File: config.mk
export PLATFORM = sky130hd
export DESIGN_NAME = mem_port_arbiter_flat
export DESIGN_NICKNAME = d
export VERILOG_FILES = /design/src/rtl/mem_port_arbiter_pkg.sv /design/src/rtl/mem_port_arbiter_if.sv /design/src/rtl/mem_port_arbiter_pick.sv /design/src/rtl/mem_port_arbiter.sv /design/src/flat_wrapper.sv
export SDC_FILE = /design/constraint.sdc
export NUM_CORES = 1
export LEC_CHECK = 0
export ABC_AREA = 1
export BUFFER_PORTS_ARGS = -buffer_cell sky130_fd_sc_hd__buf_2
export CORE_MARGIN = 5
export CORE_UTILIZATION = 46
export CTS_CLUSTER_DIAMETER = 80
export CTS_CLUSTER_SIZE = 20
export DETAILED_ROUTE_END_ITERATION = 7
export GPL_ROUTABILITY_DRIVEN = 0
export PLACE_DENSITY = 0.92
export SLEW_MARGIN = 0
export SYNTH_ARGS = -nofsm -noshare
export SYNTH_HDL_FRONTEND = slang
export SYNTH_SLANG_ARGS = --single-unit
File: constraint.sdc
create_clock -name clk -period 2.05 [get_ports clk]
set_input_delay 0.3075 -clock clk [delete_from_list [all_inputs] [get_ports clk]]
set_output_delay 0.3075 -clock clk [all_outputs]
set_load 0.01 [all_outputs]
File: src/rtl/mem_port_arbiter_pkg.sv
// Shared CPU16 definitions: bus widths, requester indices and arbiter states.
package cpu16_defs;
    localparam int CPU_AW = 16;
    localparam int CPU_DW = 16;
    localparam int NREQ   = 3;

    localparam int REQ_FETCH = 0;
    localparam int REQ_DATA  = 1;
    localparam int REQ_DBG   = 2;

    typedef enum logic [1:0] {
        ST_IDLE = 2'd0,
        ST_BUSY = 2'd1,
        ST_DONE = 2'd2
    } arb_state_t;
endpackage

File: src/rtl/mem_port_arbiter_if.sv
// Requester and memory-side signals of the shared memory port.
interface mem_port_arbiter_if
    import cpu16_defs::*;
#(
    parameter int AW = CPU_AW,
    parameter int DW = CPU_DW
) ();
    logic [NREQ-1:0]         req;
    logic [NREQ-1:0][AW-1:0] req_addr;
    logic [NREQ-1:0]         req_we;
    logic [NREQ-1:0][DW-1:0] req_wdata;
    logic [NREQ-1:0]         gnt;
    logic [NREQ-1:0]         done;
    logic [NREQ-1:0]         err;
    logic [DW-1:0]           rdata;
    logic                    busy;
    logic                    mem_req;
    logic [AW-1:0]           mem_addr;
    logic                    mem_we;
    logic [DW-1:0]           mem_wdata;
    logic                    mem_ready;
    logic [DW-1:0]           mem_rdata;

    modport slave (
        input  req, req_addr, req_we, req_wdata, mem_ready, mem_rdata,
        output gnt, done, err, rdata, busy, mem_req, mem_addr, mem_we, mem_wdata
    );

    modport master (
        output req, req_addr, req_we, req_wdata, mem_ready, mem_rdata,
        input  gnt, done, err, rdata, busy, mem_req, mem_addr, mem_we, mem_wdata
    );
endinterface

File: src/rtl/mem_port_arbiter_pick.sv
// Fixed-priority picker (debug > data > fetch) with a fetch aging override.
module arb_pick
    import cpu16_defs::*;
(
    input  logic [NREQ-1:0] i_req,
    input  logic            i_age_hit,
    output logic [NREQ-1:0] o_win
);
    always_comb begin
        o_win = '0;
        if (i_age_hit && i_req[REQ_FETCH])
            o_win[REQ_FETCH] = 1'b1;
        else if (i_req[REQ_DBG])
            o_win[REQ_DBG] = 1'b1;
        else if (i_req[REQ_DATA])
            o_win[REQ_DATA] = 1'b1;
        else if (i_req[REQ_FETCH])
            o_win[REQ_FETCH] = 1'b1;
    end
endmodule

File: src/rtl/mem_port_arbiter.sv
// Three-requester arbiter for the single-ported CPU memory: one transaction at
// a time through IDLE -> BUSY -> DONE, with timeout and fetch anti-starvation.
module mem_port_arbiter
    import cpu16_defs::*;
#(
    parameter int AW       = CPU_AW,
    parameter int DW       = CPU_DW,
    parameter int TIMEOUT  = 64,
    parameter int MAX_WAIT = 4
) (
    input  logic                clk,
    input  logic                reset,
    mem_port_arbiter_if.slave   bus
);
    localparam int         TW = (TIMEOUT > 2) ? $clog2(TIMEOUT) : 1;
    localparam logic [2:0] MW = 3'(MAX_WAIT);

    arb_state_t      r_state, w_next;
    logic [NREQ-1:0] r_owner;
    logic            r_ok;
    logic [2:0]      r_wait;
    logic [TW-1:0]   r_tcnt;
    logic [AW-1:0]   r_addr;
    logic            r_we;
    logic [DW-1:0]   r_wdata;
    logic [DW-1:0]   r_rdata;

    logic [NREQ-1:0] w_win;
    logic            w_age_hit;
    logic            w_tmo;
    logic [AW-1:0]   w_sel_addr;
    logic            w_sel_we;
    logic [DW-1:0]   w_sel_wdata;

    assign w_age_hit = (MAX_WAIT != 0) && (r_wait == MW);
    assign w_tmo     = (TIMEOUT != 0) && (r_tcnt == TW'(TIMEOUT - 1));

    arb_pick u_pick (
        .i_req     (bus.req),
        .i_age_hit (w_age_hit),
        .o_win     (w_win)
    );

    always_comb begin
        w_sel_addr  = '0;
        w_sel_we    = 1'b0;
        w_sel_wdata = '0;
        for (int i = 0; i < NREQ; i++) begin
            if (w_win[i]) begin
                w_sel_addr  = w_sel_addr  | bus.req_addr[i];
                w_sel_we    = w_sel_we    | bus.req_we[i];
                w_sel_wdata = w_sel_wdata | bus.req_wdata[i];
            end
        end
    end

    always_ff @(posedge clk or posedge reset) begin
        if (reset) r_state <= ST_IDLE;
        else       r_state <= w_next;
    end

    always_comb begin
        w_next = r_state;
        case (r_state)
            ST_IDLE: if (|bus.req) w_next = ST_BUSY;
            ST_BUSY: if (bus.mem_ready || w_tmo) w_next = ST_DONE;
            ST_DONE: w_next = ST_IDLE;
            default: w_next = ST_IDLE;
        endcase
    end

    // Owner latches, counters and read data; r_ok selects done vs err in DONE.
    always_ff @(posedge clk or posedge reset) begin
        if (reset) begin
            r_owner <= '0;
            r_ok    <= 1'b0;
            r_wait  <= '0;
            r_tcnt  <= '0;
            r_addr  <= '0;
            r_we    <= 1'b0;
            r_wdata <= '0;
            r_rdata <= '0;
        end else begin
            case (r_state)
                ST_IDLE: begin
                    if (|bus.req) begin
                        r_owner <= w_win;
                        r_addr  <= w_sel_addr;
                        r_we    <= w_sel_we;
                        r_wdata <= w_sel_wdata;
                        r_tcnt  <= '0;
                    end
                    if (!bus.req[REQ_FETCH] || w_win[REQ_FETCH])
                        r_wait <= '0;
                    else if (r_wait < MW)
                        r_wait <= r_wait + 3'd1;
                end
                ST_BUSY: begin
                    if (bus.mem_ready) begin
                        r_ok <= 1'b1;
                        if (!r_we) r_rdata <= bus.mem_rdata;
                    end else if (w_tmo) begin
                        r_ok <= 1'b0;
                    end else begin
                        r_tcnt <= r_tcnt + 1'b1;
                    end
                end
                default: ;
            endcase
        end
    end

    always_comb begin
        bus.gnt       = (r_state != ST_IDLE) ? r_owner : '0;
        bus.done      = (r_state == ST_DONE && r_ok)  ? r_owner : '0;
        bus.err       = (r_state == ST_DONE && !r_ok) ? r_owner : '0;
        bus.busy      = (r_state != ST_IDLE);
        bus.mem_req   = (r_state == ST_BUSY);
        bus.mem_addr  = r_addr;
        bus.mem_we    = r_we;
        bus.mem_wdata = r_wdata;
        bus.rdata     = r_rdata;
    end
endmodule
File: src/flat_wrapper.sv
// flat-port wrapper written by rule: the top's interface ports become plain ports
module mem_port_arbiter_flat import cpu16_defs::*;
#(
    parameter int AW       = CPU_AW,
    parameter int DW       = CPU_DW,
    parameter int TIMEOUT  = 64,
    parameter int MAX_WAIT = 4
)
  (clk, reset, bus_req, bus_req_addr, bus_req_we, bus_req_wdata, bus_mem_ready, bus_mem_rdata, bus_gnt, bus_done, bus_err, bus_rdata, bus_busy, bus_mem_req, bus_mem_addr, bus_mem_we, bus_mem_wdata);
  mem_port_arbiter_if #(.AW(AW), .DW(DW)) bus_i ();
  input  logic clk;
  input  logic reset;
  input wire logic [$bits(bus_i.req)-1:0] bus_req;
  input wire logic [$bits(bus_i.req_addr)-1:0] bus_req_addr;
  input wire logic [$bits(bus_i.req_we)-1:0] bus_req_we;
  input wire logic [$bits(bus_i.req_wdata)-1:0] bus_req_wdata;
  input wire logic [$bits(bus_i.mem_ready)-1:0] bus_mem_ready;
  input wire logic [$bits(bus_i.mem_rdata)-1:0] bus_mem_rdata;
  output wire logic [$bits(bus_i.gnt)-1:0] bus_gnt;
  output wire logic [$bits(bus_i.done)-1:0] bus_done;
  output wire logic [$bits(bus_i.err)-1:0] bus_err;
  output wire logic [$bits(bus_i.rdata)-1:0] bus_rdata;
  output wire logic [$bits(bus_i.busy)-1:0] bus_busy;
  output wire logic [$bits(bus_i.mem_req)-1:0] bus_mem_req;
  output wire logic [$bits(bus_i.mem_addr)-1:0] bus_mem_addr;
  output wire logic [$bits(bus_i.mem_we)-1:0] bus_mem_we;
  output wire logic [$bits(bus_i.mem_wdata)-1:0] bus_mem_wdata;
  assign bus_i.req = bus_req;
  assign bus_i.req_addr = bus_req_addr;
  assign bus_i.req_we = bus_req_we;
  assign bus_i.req_wdata = bus_req_wdata;
  assign bus_i.mem_ready = bus_mem_ready;
  assign bus_i.mem_rdata = bus_mem_rdata;
  assign bus_gnt = bus_i.gnt;
  assign bus_done = bus_i.done;
  assign bus_err = bus_i.err;
  assign bus_rdata = bus_i.rdata;
  assign bus_busy = bus_i.busy;
  assign bus_mem_req = bus_i.mem_req;
  assign bus_mem_addr = bus_i.mem_addr;
  assign bus_mem_we = bus_i.mem_we;
  assign bus_mem_wdata = bus_i.mem_wdata;
  mem_port_arbiter #(.AW(AW), .DW(DW), .TIMEOUT(TIMEOUT), .MAX_WAIT(MAX_WAIT)) u_core (.clk(clk), .reset(reset), .bus(bus_i));
endmodule
==> metrics.md, run 1 <==
| Metric | Value |
|---|---|
| Final count of pins violating max slew | `0` |
| Critical path required time | `~1.7 ns` |
| Number of antenna cells inserted | `0` |
| Transition time of the tightest slew-check pin | `approximately 0.47 ns` |
| Total die area | `9370 um2` |
| Top cells by count, synth | `nand2_1, nand3_1, dfrtp_1` |
| Syn nets | `561` |
| Inserted Clock Buffers | `9` |
| Compound-cell area share of the yosys netlist | `5.85%` |
| Area of the core region | `~7300 um2` |
| Proportion of register bits with asynchronous set or reset after synthesis | `100%` |
| Post-synthesis cell count | `437` |
| Share of final-layout standard cells stronger than drive strength 1 | `between 40 and 50%` |
| Cell type contributing the most total cell area after synthesis | `dfrtp_1` |
| Initial core utilization | `a little under half` |
| Number of storage elements in the synthesis netlist | `64` |
| Leakage power summed over all cells | `2.54 nW` |
| Mean cell area of the mapped netlist | `approximately 7.9 um2` |
| Period utilization | `91.0%` |
| Number of buffers inserted for hold repair after clock tree synthesis | `0` |
| Net total in the final layout | `735` |
| Die span in x | `96.8 um` |
| Synthesized cell area | `3470 um2` |
| Number of clock sinks | `64` |
| Power density cells | `around 1300 nW/um2` |
| Total iterations of the first detailed-routing run | `5` |
| Remaining global-route overflow | `0` |
| Run status | `completed` |
| Basic-gate share of the synthesized area counting and, or, nand and nor cells | `a little under two fifths` |
| Number of DRC violations after detailed routing | `0` |
| Post-CTS repair timing setup buffer count | `0` |
| Wire length of the first global-routing pass | `18.0 mm` |
| Maximum clock frequency | `0.536 GHz` |
| Height of the die | `around 97 um` |
| Peak VDD IR | `581 uV` |
| Xor/xnor cell area share of the yosys netlist | `0.505%` |
| TritonCTS clock tree | `built` |
| Via count of the first global-routing pass | `3773` |
| Cell with the most instances after synthesis | `nand2_1` |
| Initial antenna violation count | `0` |
| Largest family of logic cells by synthesized area | `simple AND/OR/NAND/NOR gates` |
| Clock network latency to the later pin of the worst-skew pair | `0.33 ns` |
| Total vias in the final route | `around 3800` |
| Count of flip-flops with a built-in enable after synthesis | `0` |
| Setup total negative slack | `0 ns` |
| Max cap viols | `0` |
| Relative slew slack | `68.8%` |
| Top cells by area, synth | `dfrtp_1, nand3_1, nand2_1` |
| Iteration-0 DRC count of the detailed router | `209` |
| RSZ-0062 raised after global routing | `false` |
| Number of gates resized after CTS | `0` |
| Final Hold Viols | `0` |
| Clock-pin slew on the worst setup and hold paths | `0.08 ns` |
| Multiplexer fraction of the synthesized cell area | `0%` |
| Post-synth top area share | `46.2%` |
| Type of origin of the critical path | `flip-flop` |
| Placement row count | `31` |
| Worst setup path class | `reg -> out` |
| Post-synthesis sequential area ratio | `46.2%` |
| Area growth from synthesis to final layout | `33.6%` |
| H-tree level count | `3` |
| Number of distinct library cells after synthesis | `22` |
| Total global routing track utilization | `approximately 23%` |
| Post-detailed-route via-to-cell ratio | `5.29` |
| Arr. time, crit path | `1.56 ns` |
| Final setup violation count | `0` |
| Hold/Removal Path Class | `in -> async` |
| Crit. End Element | `output pin` |
| Wire per inst | `roughly 15 um` |
| Remaining number of nets flagged by the antenna check after routing | `0` |
| Buffer depth of the longest clock path | `2` |
| Total number of yosys warnings | `0` |
| Maximum number of pins on one net before global-route repair | `37` |
| Final critical delay including setup and external delays | `1.86 ns` |
| Detailed Route WL | `around 11 mm` |
| Most used DFF post-synth | `dfrtp_1` |
| Post-layout total power | `6.02 mW` |
| Number of primary I/O pins | `181` |
| Clock tree root buffer cell | `clkbuf_8` |
| Clk_skew | `0.0132 ns` |
| Port bufs | `180` |
| Half-perimeter wire length after detailed placement | `8.28 mm` |
| Adder-Cell Fraction of Synth Area | `under 10%` |
| Largest fanout on the critical path | `26` |
[kinds of logic after synthesis]
group           after synthesis
flops                        64
simple gates                274
xor+xnor                      2
buf+inv                      66
compound gates               28
fa+ha+maj                     3
[placed cells by master (no fill, tap or decap), types with 10 or more instances in the layout]
cell type / n
o21ai_2: 16
nand2_2: 16
nor2_1: 19
dfrtp_1: 64
inv_1: 32
nand4_1: 38
buf_4: 13
clkbuf_8: 10
nand2_1: 105
buf_2: 180
nand3_1: 90
[path summary, 6_finish.rpt]
kind	cells after the start	from	slack (ns)	end
max	4	u_core.r_state[1]	0.19	bus_gnt[2]
min	3	reset	0.04	u_core.bus.mem_wdata[10]
max reg2reg	7	u_core.r_state[1]	0.35	u_core.bus.mem_addr[13]
min reg2reg	2	u_core.bus.rdata[15]	0.48	u_core.bus.rdata[15]
max in group asynchronous	3	reset	1.62	u_core.bus.rdata[2]
min in group clk	3	bus_mem_rdata[7]	0.22	u_core.bus.rdata[7]
[layer usage]
layer	wire [um]	global-route usage (%)	share of wire, %
met3	1000	5.83	9.2
met2	5160	36.5	47
met4	192	8.42	1.8
met1	4530	30.0	42
met5	0	0	0
[layout make-up]
cell class              count  area (um2)
clock inverters             6        58.8
fillers                   650        2660
clock buffers              10         138
multi-input cells         307        1580
repair buffers            193         998
inverters                  36         135
well taps                  99         124
flip-flops and latches     64        1600
[flip-flops by register name, indices dropped and copies added, names as in the netlist]
name / cells
u_core.bus.rdata: 16
u_core.r_wait: 3
u_core.r_state: 2
u_core.bus.mem_addr: 16
u_core.r_owner: 3
u_core.bus.mem_we: 1
u_core.r_tcnt: 6
u_core.r_ok: 1
u_core.bus.mem_wdata: 16
[power by group]
group	leakage (nW)	switching, mW	total [mW]	internal [mW]
logic	1.62	1.73	2.78	1.05
clock network	0.106	0.481	1.07	0.588
registers	0.807	0.355	2.17	1.82
[per-stage QoR]
step	std cells	instance area, um2	util, %	hold slack (ns)	worst slack, ns
after CTS	715	4630	63.5	0.0489	0.169
after global routing	715	4630	63.5	0.0705	0.0934
after floorplan	437	3470	-	0.441	0.144
after global placement	699	4440	60.8	0.397	0.489
final	715	4630	63.5	0.0434	0.185
after detailed placement	699	4440	60.8	0.415	0.377
[worst max-delay path, stage by stage, from the launching register on]
cell and delay, ns:
dfrtp_1 0.49, nor2_4 0.15, buf_4 0.32, nor2_1 0.11
buf_2 0.16
Note: power is estimated with default switching activity, not from simulation.
==> run 2, diff against run 1 <==
--- a/config.mk
+++ b/config.mk
@@ -14,6 +14,7 @@
 export DETAILED_ROUTE_END_ITERATION = 7
 export GPL_ROUTABILITY_DRIVEN = 0
 export PLACE_DENSITY = 0.92
+export RECOVER_POWER = 50
 export SLEW_MARGIN = 0
 export SYNTH_ARGS = -nofsm -noshare
 export SYNTH_HDL_FRONTEND = slang
==> run 2 against run 1 <==
Effect of this change: the run now ends with capacitance limit, slew limit left; cell area is 0.92% lower; global-route usage unchanged; total power decreased by 1.1%; combinational power down 3%; non-clock buffer count unchanged; clock skew about the same; sequential power about the same; wire length decreased by 0.19%; maximum frequency is 0.28% lower; worst hold slack better by 0.17 ns.
==> metrics.md, run 2 (synthesized netlist as in run 1, its figures left out) <==
| Metric | Value |
|---|---|
| Height of the die | `96.8 um` |
| CP Cell Sequence | `nor2_4 > buf_4 > nor2_1 > buf_2` |
| Fraction of power spent switching nets | `43.2%` |
| Number of DRC violations after detailed routing | `0` |
| Initial antenna violation count | `0` |
| Max cap viols | `1` |
| Number of buffers inserted for hold repair after clock tree synthesis | `0` |
| End of the worst register-to-register path | `u_core.bus.mem_addr[3]` |
| Cell-internal power | `roughly 3.4 mW` |
| Fillers | `668` |
| Placement row count | `31` |
| Most common cell after layout, fill and taps aside | `buf_2` |
| Final setup violation count | `0` |
| Total vias in the final route | `around 3800` |
| Largest fanout on the critical path | `26` |
| Hold/Removal Path Class | `in -> reg` |
| Leakage power summed over all cells | `approximately 2.4 nW` |
| Peak VDD IR | `a little under 600 uV` |
| Remaining number of nets flagged by the antenna check after routing | `0` |
| Number of antenna cells inserted | `0` |
| Number of gates resized after CTS | `0` |
| Worst flop-to-flop path startpoint | `u_core.r_state[1]` |
| Wire length of the first global-routing pass | `18.0 mm` |
| Max stage delay cell, worst path | `dfrtp_1` |
| Final Hold Viols | `0` |
| Total die area | `about 9400 um2` |
| Maximum number of pins on one net before global-route repair | `37` |
| H-tree level count | `3` |
| Total iterations of the first detailed-routing run | `5` |
| Post-CTS repair timing setup buffer count | `0` |
| Share of final-layout standard cells stronger than drive strength 1 | `a little over a third` |
| Fin area | `4590 um2` |
| Buffer depth of the longest clock path | `2` |
| Clk_skew | `0.0135 ns` |
| Source of the worst hold timing path | `bus_req_addr[7]` |
| Net total in the final layout | `roughly 740` |
| Total global routing track utilization | `22.9%` |
| Port bufs | `180` |
| Maximum clock frequency | `between 0.5 and 0.6 GHz` |
| Combinational group share of total power | `45.4%` |
| Half-perimeter wire length after detailed placement | `8.28 mm` |
| Final critical delay including setup and external delays | `1.87 ns` |
| Power density cells | `1300 nW/um2` |
| Worst-case reg-to-reg path depth | `7` |
| Worst-case register-to-register setup slack | `0.36 ns` |
| Number of primary I/O pins | `181` |
| Post-layout total power | `slightly below 6 mW` |
| Area after detailed placement | `4440 um2` |
| Register area | `1600 um2` |
| Remaining global-route overflow | `0` |
| Clock tree root buffer cell | `clkbuf_8` |
| Final count of pins violating max slew | `29` |
| Post-detailed-route via-to-cell ratio | `5.27` |
| Period utilization | `91.2%` |
| Clock-pin slew on the worst setup and hold paths | `around 0.07 ns` |
| Type of origin of the critical path | `flip-flop` |
| Failing checks | `capacitance limit, slew limit` |
| TritonCTS clock tree | `built` |
| Iteration-0 DRC count of the detailed router | `175` |
| Initial core utilization | `approximately 48%` |
| Via count of the first global-routing pass | `3773` |
| Worst setup path class | `reg -> out` |
| NetSw | `roughly 2.6 mW` |
| Setup total negative slack | `0 ns` |
| Area growth from synthesis to final layout | `32.4%` |
| Area of the core region | `approximately 7300 um2` |
| Proportion of power drawn by the clock network | `17.9%` |
| Area taken by multi-input logic gates | `about 1600 um2` |
| Number of cells traversed by the worst hold path | `3` |
| Number of clock sinks | `64` |
| Crit. End Element | `output pin` |
| Sequential fraction of design power | `36.7%` |
| Inserted Clock Buffers | `9` |
| Clock network latency to the later pin of the worst-skew pair | `between 0.3 and 0.4 ns` |
| Die span in x | `96.8 um` |
| End-of-flow core utilization | `63.0%` |
| Detailed Route WL | `roughly 11 mm` |
| Transition time of the tightest slew-check pin | `~1.6 ns` |
| Wire per inst | `~15 um` |
| Critical path required time | `1.74 ns` |
| Delay contributed by the slowest stage of the critical path | `~0.5 ns` |
| Min-Delay Endpoint | `u_core.bus.mem_addr[7]` |
| Arr. time, crit path | `1.56 ns` |
| Most frequent cells in the layout | `buf_2, nand2_1, nand3_1` |
| Relative slew slack | `-3.61%` |
| Run status | `complete, but fails checks` |
| RSZ-0062 raised after global routing | `false` |
run 2: cell count changes in the layout (fill, tap and decap cells not counted):
| cell | previous run | this run |
|---|---|---|
| clkbuf_1 | 0 | 30 |
| buf_2 | 180 | 151 |
| buf_4 | 13 | 11 |
| clkbuf_2 | 0 | 1 |
| inv_1 | 32 | 33 |
| inv_2 | 4 | 3 |
run 2: cell type report:
cell class	count	share of cell area (%)
Clock buffer	10	3.00
Clock inverter	6	1.28
Multi-Input combinational cell	307	34.4
Inverter	36	2.94
Sequential cell	64	34.9
Timing Repair Buffer	193	20.8
Tap cell	99	2.70
run 2: metal layers:
layer | track usage, % | up-vias | part of all wire (%)
met3 | 5.83 | 17 | 9.4
met4 | 8.42 | 0 | 1.6
li1 | - | 1806 | -
met2 | 36.5 | 213 | 48
met1 | 30.0 | 1731 | 41
met5 | 0 | - | 0
run 2: metrics by stage:
stage                     setup slack [ns]  std cells  hold slack, ns
after floorplan                      0.144        437           0.441
after global placement               0.489        699           0.397
after detailed placement             0.377        699           0.415
after CTS                            0.169        715          0.0489
after global routing                0.0934        715           0.214
final                                0.180        715           0.217
run 2: worst max-delay path by stage:
stage | start | to | slack [ns] | cells after the start
5_1_grt | u_core.r_state[1] | bus_gnt[2] | 0.09 | 4
2_1_floorplan | reset | u_core.bus.mem_addr[0] | 0.14 | 1
3_3_place_gp | u_core.r_state[1] | u_core.bus.rdata[15] | 0.49 | 6
6_report | u_core.r_state[1] | bus_gnt[2] | 0.18 | 4
3_5_place_dp | u_core.r_state[1] | u_core.bus.mem_addr[2] | 0.38 | 7
4_1_cts | u_core.r_state[1] | bus_busy | 0.17 | 4
run 2: power groups by stage:
stage	clock [mW]	combinational (mW)	sequential (mW)
after floorplan	0	1.55	2.36
after global placement	0	2.69	2.16
after detailed placement	0	2.81	2.17
after CTS	1.09	2.80	2.17
after global routing	1.16	3.02	2.24
final	1.07	2.70	2.18
run 2: worst max-delay path: cells and delay by family (launching register included):
| family | cells | cell delay (ns) |
|---|---|---|
| buffers and inverters | 2 | 0.49 |
| DFF | 1 | 0.49 |
| and+or+nand+nor | 2 | 0.25 |
